==> config.mk <==
export PLATFORM = sky130hd
export DESIGN_NAME = irs3b_rd_addr_responder
export DESIGN_NICKNAME = d
export VERILOG_FILES = /design/src/rtl/irs3b_pkg.sv /design/src/rtl/irs_sync_edge.sv /design/src/rtl/irs3b_rd_addr_responder.sv
export SDC_FILE = /design/constraint.sdc
export NUM_CORES = 1
export LEC_CHECK = 0
export ABC_AREA = 1
export BUFFER_PORTS_ARGS = -buffer_cell sky130_fd_sc_hd__clkbuf_2
export CAP_MARGIN = 20
export CORE_MARGIN = 2
export CORE_UTILIZATION = 45
export DETAILED_ROUTE_END_ITERATION = 16
export PLACE_DENSITY = 0.72
export SLEW_MARGIN = 5
export SYNTH_ARGS = -nofsm -noshare
export SYNTH_HDL_FRONTEND = slang
export SYNTH_SLANG_ARGS = --single-unit
==> constraint.sdc <==
create_clock -name clk_i -period 5.5 [get_ports clk_i]
set_clock_uncertainty 0.2 [all_clocks]
set_input_delay 0.55 -clock clk_i [delete_from_list [all_inputs] [get_ports clk_i]]
set_output_delay 0.55 -clock clk_i [all_outputs]
set_load 0.05 [all_outputs]
==> src/rtl/irs3b_pkg.sv <==
// Shared widths, data-FSM state encoding and error bit indices for the IRS3B
// read-address responder.
package irs3b_pkg;

  localparam int IRS_ADDR_W    = 9;
  localparam int IRS_SHIFT_LEN = 10;
  localparam int IRS_DAT_W     = 12;
  localparam int IRS_SCNT_W    = 4;

  typedef enum logic {
    ST_SETTLE = 1'b0,
    ST_VALID  = 1'b1
  } dat_state_e;

  localparam int ERR_BAD_LEN   = 0;
  localparam int ERR_DIR_SKEW  = 1;
  localparam int ERR_OVERSHIFT = 2;

endpackage

==> src/rtl/irs_sync_edge.sv <==
// Two-flop synchronizer plus one delay flop; rise/fall are taken between the
// second and third stages so they line up with s2/s3.
module irs_sync_edge (
  input  logic clk_i,
  input  logic rst_n_i,
  input  logic d_i,
  output logic s2_o,
  output logic s3_o,
  output logic rise_o,
  output logic fall_o
);

  logic r_s1, r_s2, r_s3;

  always_ff @(posedge clk_i or negedge rst_n_i) begin
    if (!rst_n_i) begin
      r_s1 <= 1'b0;
      r_s2 <= 1'b0;
      r_s3 <= 1'b0;
    end else begin
      r_s1 <= d_i;
      r_s2 <= r_s1;
      r_s3 <= r_s2;
    end
  end

  assign s2_o   = r_s2;
  assign s3_o   = r_s3;
  assign rise_o = r_s2 & ~r_s3;
  assign fall_o = ~r_s2 & r_s3;

endmodule

==> src/rtl/irs3b_rd_addr_responder.sv <==
// ASIC-side emulation of the IRS3B DO_DIR/DO_SIN/DO_SCLK read-address port.
// Optional sticky protocol checks are built when IRS3B_RESP_PROTOCOL_CHECK_EN is defined.
//   state     | meaning
//   ST_SETTLE | counting 0..DAT_SETUP_CYCLES after an address change, dat_valid_o=0
//   ST_VALID  | dat_o holds the pattern for addr_o, dat_valid_o=1
module irs3b_rd_addr_responder
  import irs3b_pkg::*;
#(
  parameter logic [1:0] STACK_NUMBER     = 2'b00,
  parameter int         DAT_SETUP_CYCLES = 3
) (
  input  logic                  clk_i,
  input  logic                  rst_n_i,
  input  logic                  do_dir_i,
  input  logic                  do_sin_i,
  input  logic                  do_sclk_i,
  output logic [IRS_ADDR_W-1:0] addr_o,
  output logic                  addr_update_o,
  output logic [IRS_DAT_W-1:0]  dat_o,
  output logic                  dat_valid_o,
  output logic [2:0]            err_o
);

  localparam int CNT_W = (DAT_SETUP_CYCLES < 1) ? 1 : $clog2(DAT_SETUP_CYCLES + 1);
  localparam logic [CNT_W-1:0] CNT_TC = CNT_W'(DAT_SETUP_CYCLES);

  logic w_dir_s2, w_dir_s3, w_dir_fall, w_dir_rise_unused, w_dir_s3_dummy_unused;
  logic w_sin_s2, w_sin_s3_unused, w_sin_rise_unused, w_sin_fall_unused;
  logic w_sclk_s2, w_sclk_s3_unused, w_sclk_rise, w_sclk_fall_unused;

  irs_sync_edge u_sync_dir (
    .clk_i(clk_i), .rst_n_i(rst_n_i), .d_i(do_dir_i),
    .s2_o(w_dir_s2), .s3_o(w_dir_s3), .rise_o(w_dir_rise_unused), .fall_o(w_dir_fall)
  );
  irs_sync_edge u_sync_sin (
    .clk_i(clk_i), .rst_n_i(rst_n_i), .d_i(do_sin_i),
    .s2_o(w_sin_s2), .s3_o(w_sin_s3_unused), .rise_o(w_sin_rise_unused), .fall_o(w_sin_fall_unused)
  );
  irs_sync_edge u_sync_sclk (
    .clk_i(clk_i), .rst_n_i(rst_n_i), .d_i(do_sclk_i),
    .s2_o(w_sclk_s2), .s3_o(w_sclk_s3_unused), .rise_o(w_sclk_rise), .fall_o(w_sclk_fall_unused)
  );
  assign w_dir_s3_dummy_unused = 1'b0;

  logic [IRS_SHIFT_LEN-1:0] r_shreg;
  logic [IRS_SCNT_W-1:0]    r_shift_cnt;
  logic [IRS_ADDR_W-1:0]    r_addr;
  logic                     r_addr_update;
  logic                     w_commit, w_incr, w_shift;
  logic [IRS_ADDR_W-1:0]    w_addr_base;

  // An SCLK edge that coincides with DIR falling is an increment on top of the commit.
  assign w_commit    = w_dir_fall && (r_shift_cnt != '0);
  assign w_incr      = w_sclk_rise && (!w_dir_s3 || w_dir_fall);
  assign w_shift     = w_sclk_rise && w_dir_s3 && !w_dir_fall;
  assign w_addr_base = w_commit ? r_shreg[IRS_SHIFT_LEN-1:1] : r_addr;

  always_ff @(posedge clk_i or negedge rst_n_i) begin
    if (!rst_n_i) begin
      r_shreg       <= '0;
      r_shift_cnt   <= '0;
      r_addr        <= '0;
      r_addr_update <= 1'b0;
    end else begin
      r_addr_update <= 1'b0;
      if (w_commit || w_incr) begin
        r_addr        <= w_addr_base + IRS_ADDR_W'(w_incr);
        r_addr_update <= 1'b1;
      end
      if (w_commit) begin
        r_shift_cnt <= '0;
      end else if (w_shift) begin
        r_shreg <= {w_sin_s2, r_shreg[IRS_SHIFT_LEN-1:1]};
        if (r_shift_cnt != '1) r_shift_cnt <= r_shift_cnt + 4'd1;
      end
    end
  end

  assign addr_o        = r_addr;
  assign addr_update_o = r_addr_update;

`ifdef IRS3B_RESP_PROTOCOL_CHECK_EN
  logic [2:0] r_err;

  always_ff @(posedge clk_i or negedge rst_n_i) begin
    if (!rst_n_i) begin
      r_err <= '0;
    end else begin
      if (w_commit && (r_shift_cnt != IRS_SCNT_W'(IRS_SHIFT_LEN))) r_err[ERR_BAD_LEN] <= 1'b1;
      if ((w_dir_s2 != w_dir_s3) && w_sclk_s2) r_err[ERR_DIR_SKEW] <= 1'b1;
      if (w_shift && (r_shift_cnt == IRS_SCNT_W'(IRS_SHIFT_LEN))) r_err[ERR_OVERSHIFT] <= 1'b1;
    end
  end

  assign err_o = r_err;
`else
  logic w_chk_unused;
  assign w_chk_unused = w_dir_s2 ^ w_sclk_s2;
  assign err_o = 3'b000;
`endif

  dat_state_e            r_state, w_state_nxt;
  logic [CNT_W-1:0]      r_cnt, w_cnt_nxt;
  logic [IRS_DAT_W-1:0]  r_dat;
  logic                  w_load;

  always_ff @(posedge clk_i or negedge rst_n_i) begin
    if (!rst_n_i) begin
      r_state <= ST_SETTLE;
      r_cnt   <= '0;
      r_dat   <= '0;
    end else begin
      r_state <= w_state_nxt;
      r_cnt   <= w_cnt_nxt;
      if (w_load) r_dat <= {1'b0, STACK_NUMBER, r_addr};
    end
  end

  always_comb begin
    w_state_nxt = r_state;
    w_cnt_nxt   = r_cnt;
    w_load      = 1'b0;
    case (r_state)
      ST_SETTLE: begin
        if (r_addr_update) begin
          w_cnt_nxt = '0;
        end else if (r_cnt == CNT_TC) begin
          w_load      = 1'b1;
          w_cnt_nxt   = '0;
          w_state_nxt = ST_VALID;
        end else begin
          w_cnt_nxt = r_cnt + CNT_W'(1);
        end
      end
      ST_VALID: begin
        if (r_addr_update) begin
          w_cnt_nxt   = '0;
          w_state_nxt = ST_SETTLE;
        end
      end
      default: begin
        w_cnt_nxt   = '0;
        w_state_nxt = ST_SETTLE;
      end
    endcase
  end

  assign dat_o       = r_dat;
  assign dat_valid_o = (r_state == ST_VALID);

endmodule

==> results of run 1 <==
==> stage by stage <==
step / power [mW] / worst slack [ps] / hold slack, ps / std cells
after floorplan: 0.880 / 3330 / 54.4 / 228
after global placement: 0.974 / 3260 / 132 / 294
after detailed placement: 0.986 / 3160 / 140 / 294
after CTS: 1.28 / 3140 / 149 / 302
after global routing: 1.35 / 2860 / 138 / 304
final: 1.27 / 3160 / 155 / 304
==> state kept, by name, indices dropped and copies added, names as in the netlist, 2 cells and up <==
signal,cells
addr_o,9
dat_o,9
r_shreg,9
r_shift_cnt,4
r_cnt,2
==> cells in the mapped netlist, types with 2 or more instances <==
cell type / count / share of area, %
nand2_1: 63 / 12
nand3_1: 18 / 4.4
nand2_4: 2 / 1.1
nand2_2: 6 / 1.8
xor2_1: 2 / 0.86
o21ai_0: 19 / 4.6
buf_4: 7 / 2.6
a21oi_1: 2 / 0.49
nor2_2: 2 / 0.61
inv_1: 24 / 4.4
nor3_1: 2 / 0.49
nor2_1: 9 / 1.7
ha_1: 5 / 3.1
nor2_4: 2 / 1.1
dfrtp_1: 43 / 53
mux2_2: 6 / 3.3
==> power groups by stage <==
stage               clock network [mW]  logic (mW)  registers, mW
global placement                     0       0.511          0.464
CTS                              0.295       0.522          0.460
global route                     0.307       0.572          0.472
floorplan                            0       0.225          0.656
finish                           0.287       0.518          0.460
detailed placement                   0       0.520          0.466
==> worst max-delay path, stage by stage (launching register included) <==
cell     delay (ps)
dfrtp_1         400
inv_1           100
ha_1            200
nand2_4         100
nand2_4         150
inv_1            80
o21ai_0         230
ha_1            210
nand3_2         130
nor2_4          170
nand2_1          60
nand2_1          60
nand2_1          50
nand2_1          50
nand2_1          50
==> how the worst max path moves through the flow <==
stage | start | endpoint | slack [ps] | cells past startpoint
floorplan | r_shift_cnt[0] | addr_o[8] | 3330 | 15
global placement | r_shift_cnt[0] | addr_o[8] | 3260 | 14
detailed placement | r_shift_cnt[0] | addr_o[8] | 3160 | 14
CTS | r_shift_cnt[0] | addr_o[8] | 3140 | 14
global route | r_shift_cnt[0] | addr_o[8] | 2860 | 14
finish | r_shift_cnt[0] | addr_o[8] | 3160 | 14
==> cell type report <==
class / count / area share [%]
Clock buffer: 6 / 3.12
Multi-Input combinational cell: 151 / 34.9
Clock inverter: 2 / 2.58
Timing Repair Buffer: 26 / 6.46
Sequential cell: 43 / 46.3
Inverter: 24 / 3.87
Tap cell: 52 / 2.80
==> routing by layer <==
layer / wire length, um / part of all wire, %
met3: 171 / 5.0
met4: 61 / 1.8
met5: 0 / 0
met1: 1620 / 48
met2: 1550 / 46
==> timing repair <==
item	CTS	global route
resized for setup	0	0
hold buffers	0	1
setup buffers	0	0
hold endpoints to repair	0	7
==> kinds of logic after synthesis <==
group / share of synthesized area [%]
AO/OA/AOI/OAI: 6.67
XOR/XNOR: 0.856
adder cells (fa/ha/maj): 3.06
buffers and inverters: 8.62
flip-flops: 52.6
multiplexers: 3.30
other: 0.183
AND/OR/NAND/NOR: 24.7
==> metrics.txt, run 1 <==
pin count of the biggest net entering global routing=44; diode count=0; Worst Path Required=5490 ps; Final Hold Viols=0; Hold Path Cell Cnt=0; min cycle time layout=2340 ps; critical path type=register to register; synthesized area per cell=9.17 um2; vias in the first global route=1375; clock sinks=43; fin util=53.4%; RSZ-0062 raised after global routing=false; critical path arrival=2330 ps; # rows=24; FF-to-FF Start=r_shift_cnt[0]; 1st-iter DRT viols=71; Clock Latency Late Sink=290 ps; Overall Global Routing Usage=15.5%; flop2flop setup slack=3160 ps; Top-Level Pins=31; worst min-delay path endpoint=u_sync_sin.s2_o; grt met3 use=4.22%; FF+latch count, synth=43; layout cells sized above 1=21.4%; Distinct cells, synth=27; # nets final=261; Congestion Overflow GR=0; Worst Tran Pin Value=639 ps; Static Leakage=1.19 nW; drt first pass iters=6; Comb power frac=41.0%; Post-DP Area=0.00216 mm2; max cap viols=0; Reg power frac=36.3%; most frequent cells in the layout=nand2_1 (63), dfrtp_1 (43), inv_1 (24), clkbuf_2 (24), o21ai_0 (19); hold wc startpoint=u_sync_sin.r_s1; routed vias=1464; switch share=43.7%; crit path capture type=register; Longest Clk Path Bufs=2; sequential-to-total area share from yosys stat=52.6%; Clock transition at path regs=80 ps; Post-Syn Area=0.00205 mm2; Die W=71.4 um; CTS root buf=clkbuf_8; initial antenna violation count=0; Warnings, synthesis=0; Worst Setup Start Kind=register; post-route antenna net violation count=0; reg2reg end=addr_o[8]; Post-route DRC=0; IO Port Bufs=24; Power Dens Cells=544 mW/mm2; max-slew violations=0; grt met2 use=24.9%; P_sw=0.553 mW; Via-to-Cell Ratio=4.82; Sequential Area=0.00108 mm2; Int Pwr=0.713 mW; worst min path class=register to register; M1 GR Usage=20.1%; CP Max Fanout=14; RD Place Congestion=0.842; Relative slew margins=57.2%; DRT Wirelength=3410 um; reg2reg path depth=14; Final period util=42.6%; GR peak layer=met2; Fillers=414; share of flip-flops with an asynchronous set or reset=100%; commonest non-fill, non-tap cell in the layout=nand2_1; fmax=0.427 GHz; average routed wire per standard cell=11.2 um; multi-input combinational cell area=812 um2; number of flops mapped to enable cells by yosys=0; Core ar.=0.00435 mm2; htree depth=2; Clk pwr share=22.7%; DIE AREA=0.00510 mm2; Cells after Synth=223; post-route cell area=0.00233 mm2; area grow syn2layout=13.7%; top_reg_cell synth=dfrtp_1; Setup TNS=0 ps; CTS tree=done; outcome=complete, no violations; peak supply drop=0.000172 V; Starting Density=47.0%; Num CTS Buffers=5; Post-DP HPWL=2500 um; Die Y=71.4 um; first-pass GRT wire length=6160 um; Final Setup Violations=0
Note: power is estimated with default switching activity, not from simulation.
==> run 2: changes to the inputs <==
Settings changed: ABC_AREA 1 to 0, PLACE_DENSITY 0.72 to 0.73.
Clock period 5.5 ns to 2.4 ns, I/O delays scaled along.
==> metrics.txt, run 2 <==
outcome=complete, but fails checks; violated checks=setup timing; Post-Syn Area=0.00203 mm2; PnR worst setup slack=-210 ps; synthesized area per cell=12.4 um2; Cells after Synth=164; FF+latch count, synth=43; top_reg_cell synth=dfrtp_1; vias in the first global route=1395; Num CTS Buffers=5; layout cells sized above 1=43.1%; CTS tree=done; Overall Global Routing Usage=16.4%; peak supply drop=0.000434 V; most frequent cell after synthesis=dfrtp_1; Relative slew margins=65.3%; # nets final=225; max cap viols=0; htree depth=2; Final Hold Viols=0; IO Port Bufs=24; Clock Latency Late Sink=300 ps; Fillers=362; Warnings, synthesis=0; Distinct cells, synth=37; average routed wire per standard cell=13.9 um; min cycle time layout=2610 ps; Post-route DRC=0; pin count of the biggest net entering global routing=44; Die Y=71.2 um; routed vias=1393; sequential-to-total area share from yosys stat=52.9%; critical path arrival=2600 ps; Post-DP HPWL=2630 um; final cell count without fillers=268; CTS root buf=clkbuf_8; 1st-iter DRT viols=60; # rows=24; Worst Setup Start Kind=register; post-route antenna net violation count=0; share of the synthesized area in the top cell type=52.9%; DRT Wirelength=3720 um; Die W=71.2 um; diode count=0; met2 wire length=1750 um; Power Dens Cells=1110 mW/mm2; share of flip-flops with an asynchronous set or reset=100%; WL met1=1710 um; worst min path class=register to register; DIE AREA=0.00508 mm2; Via-to-Cell Ratio=5.20; Static Leakage=1.23 nW; first-pass GRT wire length=6470 um; drt first pass iters=4; Worst Path Required=2390 ps; Met3 Wirelength=175 um; Core ar.=0.00435 mm2; Clock transition at path regs=80 ps; Final Setup Violations=7; clock sinks=43; CP Max Fanout=4; crit path capture type=register; Top-Level Pins=31; ranking of synthesized cells by area=dfrtp_1 (53%), mux2_2 (11%), xor2_1 (4.7%); number of flops mapped to enable cells by yosys=0; area grow syn2layout=24.1%; fmax=0.383 GHz; top layer in use=met4; Congestion Overflow GR=0; commonest non-fill, non-tap cell in the layout=dfrtp_1; initial antenna violation count=0; Longest Clk Path Bufs=2; Final period util=109%; RSZ-0062 raised after global routing=true; max-slew violations=0; Starting Density=46.7%; area leader, netlist=dfrtp_1; RD Place Congestion=0.854; commonest cells in the netlist=dfrtp_1 (43), mux2_2 (19), xor2_1 (11); DP Worst Slack=-223 ps; Worst Tran Pin Value=520 ps; placed cells=251; critical path type=register to register; most frequent cells in the layout=dfrtp_1 (43), clkbuf_2 (24), buf_4 (21)
-- run 2: cell types whose count changed in the layout (fill, tap and decap cells not counted), moves of 6 or more --
cell | before | now
nand2_2 | 6 | 0
xor2_1 | 2 | 11
buf_4 | 0 | 21
inv_1 | 24 | 3
mux2_2 | 6 | 19
nand3_1 | 18 | 5
o21ai_0 | 19 | 2
nand2_1 | 63 | 8
-- run 2: what timing repair did --
| item | in CTS | in global routing |
|---|---|---|
| buffers inserted | 4 | 1 |
| pin swaps | 4 | 3 |
| setup endpoints to repair | 7 | 8 |
| hold buffers | 4 | 0 |
| resized for setup | 6 | 2 |
| cloned | 0 | 0 |
| hold endpoints to repair | 46 | 0 |
-- run 2: cells by family (layout without fill, tap and decap cells) --
group           count (synthesis)  count (layout)  synth area share [%]
simple gates                   48              48                  14.3
flops                          43              43                  52.9
mux                            24              24                  13.2
xor+xnor                       16              16                  6.89
buf+inv                        14              61                  4.37
compound gates                 13              13                  5.11
fa+ha+maj                       5               5                  3.08
other cells                     1               6                 0.184
-- run 2: worst paths after layout --
check                                      from               to  slack [ps]  cells after the start
max in group asynchronous               rst_n_i  u_sync_dir.s2_o        1290                      3
worst min register to register  u_sync_dir.r_s1  u_sync_dir.s2_o         150                      0
worst min-delay path            u_sync_dir.r_s1  u_sync_dir.s2_o         150                      0
worst max register to register   r_shift_cnt[0]        addr_o[8]        -210                     10
min in group asynchronous               rst_n_i         dat_o[5]         340                      3
worst max-delay path             r_shift_cnt[0]        addr_o[8]        -210                     10
-- run 2: area by class of cell --
type                            count  area [um2]  share of cell area (%)
Timing Repair Buffer               49         318                    12.6
Sequential cell                    43        1080                    42.6
Inverter                            4        15.0                   0.595
Clock buffer                        8         100                    3.96
Tap cell                           52        65.1                    2.58
Multi-Input combinational cell    112         951                    37.7
-- run 2: power by group --
part / internal (mW) / switching [mW] / total (mW)
sequential: 0.916 / 0.190 / 1.11
combinational: 0.454 / 0.756 / 1.21
clock: 0.262 / 0.233 / 0.495
-- run 2: routing by layer --
metal  GRT usage, %  up-vias
met5              0        -
met4           8.18        0
met3           5.06        7
met2           25.6       37
met1           20.7      683
li1               -      666
-- run 2: stage by stage --
step           power, mW  util (%)  TNS (ps)  cell area [um2]  hold slack [ps]
6_report            2.81      58.0      -916             2520              151
4_1_cts             2.82      57.6      -919             2510              154
3_3_place_gp        2.25      52.9      -765             2300              134
3_5_place_dp        2.28      52.9      -938             2300              137
5_1_grt             2.98      58.0     -1850             2520              168
2_1_floorplan       1.96         -      -553             2070             -256
-- run 2: critical path, stage by stage (launching register included) --
cell,delay [ps]
dfrtp_1,390
inv_2,60
ha_1,120
or3b_4,370
and3b_4,210
mux2_4,210
ha_4,150
and4_4,250
nand3_2,90
xnor2_1,140
a221o_1,310
==> run 3: changes to the inputs <==
Settings changed: MAX_ROUTING_LAYER set to met4.
==> metrics.txt, run 3 (synthesized netlist as in run 2, its figures left out) <==
layout cells sized above 1=43.1%; DP Worst Slack=-223 ps; Worst Path Required=2390 ps; Top-Level Pins=31; post-route antenna net violation count=0; commonest non-fill, non-tap cell in the layout=dfrtp_1; diode count=0; initial antenna violation count=0; pin count of the biggest net entering global routing=44; Clock transition at path regs=80 ps; # nets final=225; RSZ-0062 raised after global routing=true; Final Hold Viols=0; Power Dens Cells=1110 mW/mm2; Overall Global Routing Usage=16.9%; Static Leakage=1.23 nW; Starting Density=46.7%; outcome=complete, but fails checks; Fillers=362; area grow syn2layout=24.1%; PnR worst setup slack=-207 ps; Num CTS Buffers=5; most frequent cells in the layout=dfrtp_1 (43), clkbuf_2 (24), buf_4 (21); average routed wire per standard cell=14.0 um; fmax=0.384 GHz; 1st-iter DRT viols=51; critical path arrival=2600 ps; Core ar.=0.00435 mm2; worst min path class=register to register; Post-route DRC=0; Final Setup Violations=7; peak supply drop=0.000434 V; CP Max Fanout=4; min cycle time layout=2610 ps; htree depth=2; Congestion Overflow GR=0; DRT Wirelength=3750 um; clock sinks=43; drt first pass iters=4; Clock Latency Late Sink=300 ps; vias in the first global route=1401; # rows=24; Die W=71.2 um; Via-to-Cell Ratio=5.21; critical path type=register to register; DIE AREA=0.00508 mm2; RD Place Congestion=0.867; violated checks=setup timing; routed vias=1395; Longest Clk Path Bufs=2; Die Y=71.2 um; Worst Setup Start Kind=register; Setup TNS=-907 ps; max-slew violations=0; CTS root buf=clkbuf_8; Worst Tran Pin Value=529 ps; max cap viols=0; Relative slew margins=64.7%; IO Port Bufs=24; crit path capture type=register; Final period util=109%; first-pass GRT wire length=6440 um; Post-DP HPWL=2630 um; CTS tree=done
## run 3: cell counts in the layout (fill, tap and decap cells not counted)
Identical to the previous run, type by type.
## run 3: final timing paths
kind                                      start         endpoint  slack (ps)  depth (start not counted)
worst max register to register   r_shift_cnt[0]        addr_o[8]        -210                         10
worst min-delay path            u_sync_dir.r_s1  u_sync_dir.s2_o         150                          0
min in group asynchronous               rst_n_i         dat_o[5]         350                          3
worst min register to register  u_sync_dir.r_s1  u_sync_dir.s2_o         150                          0
max in group asynchronous               rst_n_i        addr_o[0]        1290                          3
worst max-delay path             r_shift_cnt[0]        addr_o[8]        -210                         10
## run 3: repair_timing
action                     4_1_cts  5_1_grt
pin swaps                        4        3
hold buffers                     4        0
setup endpoints to repair        7        8
hold endpoints to repair        46        0
gates resized for setup          6        2
setup buffers                    4        1
## run 3: worst max-delay path, cell delays in order, from the launching register on
cell	delay (ps)
dfrtp_1	390
inv_2	60
ha_1	120
or3b_4	370
and3b_4	210
mux2_4	210
ha_4	140
and4_4	250
nand3_2	90
xnor2_1	140
a221o_1	310
## run 3: final cells by class
| cell class | count | area, um2 | share of cell area (%) |
|---|---|---|---|
| clock buffers | 8 | 100 | 3.96 |
| multi-input cells | 112 | 951 | 37.7 |
| well taps | 52 | 65.1 | 2.58 |
| inverters | 4 | 15.0 | 0.595 |
| repair buffers | 49 | 318 | 12.6 |
| flip-flops and latches | 43 | 1080 | 42.6 |
## run 3: report_power, final
part / leakage, nW / internal, mW / switching (mW) / total [mW]
Combinational: 0.631 / 0.454 / 0.758 / 1.21
Sequential: 0.551 / 0.916 / 0.191 / 1.11
Clock: 0.0515 / 0.262 / 0.234 / 0.496
## run 3: metal layers
layer / GRT usage, % / up-vias / wire (um)
met5: - / - / 0
met4: 8.18 / 0 / 87
met3: 5.06 / 7 / 172
met2: 25.6 / 37 / 1750
met1: 20.6 / 686 / 1730
li1: - / 665 / -
## run 3: stage by stage
stage	util, %	total power, mW	instance area [um2]	hold slack, ps	std cells
floorplan	-	1.96	2070	-256	169
global placement	52.9	2.25	2300	134	251
detailed placement	52.9	2.28	2300	137	251
CTS	57.6	2.82	2510	154	267
global route	58.0	2.98	2520	168	268
finish	58.0	2.81	2520	151	268
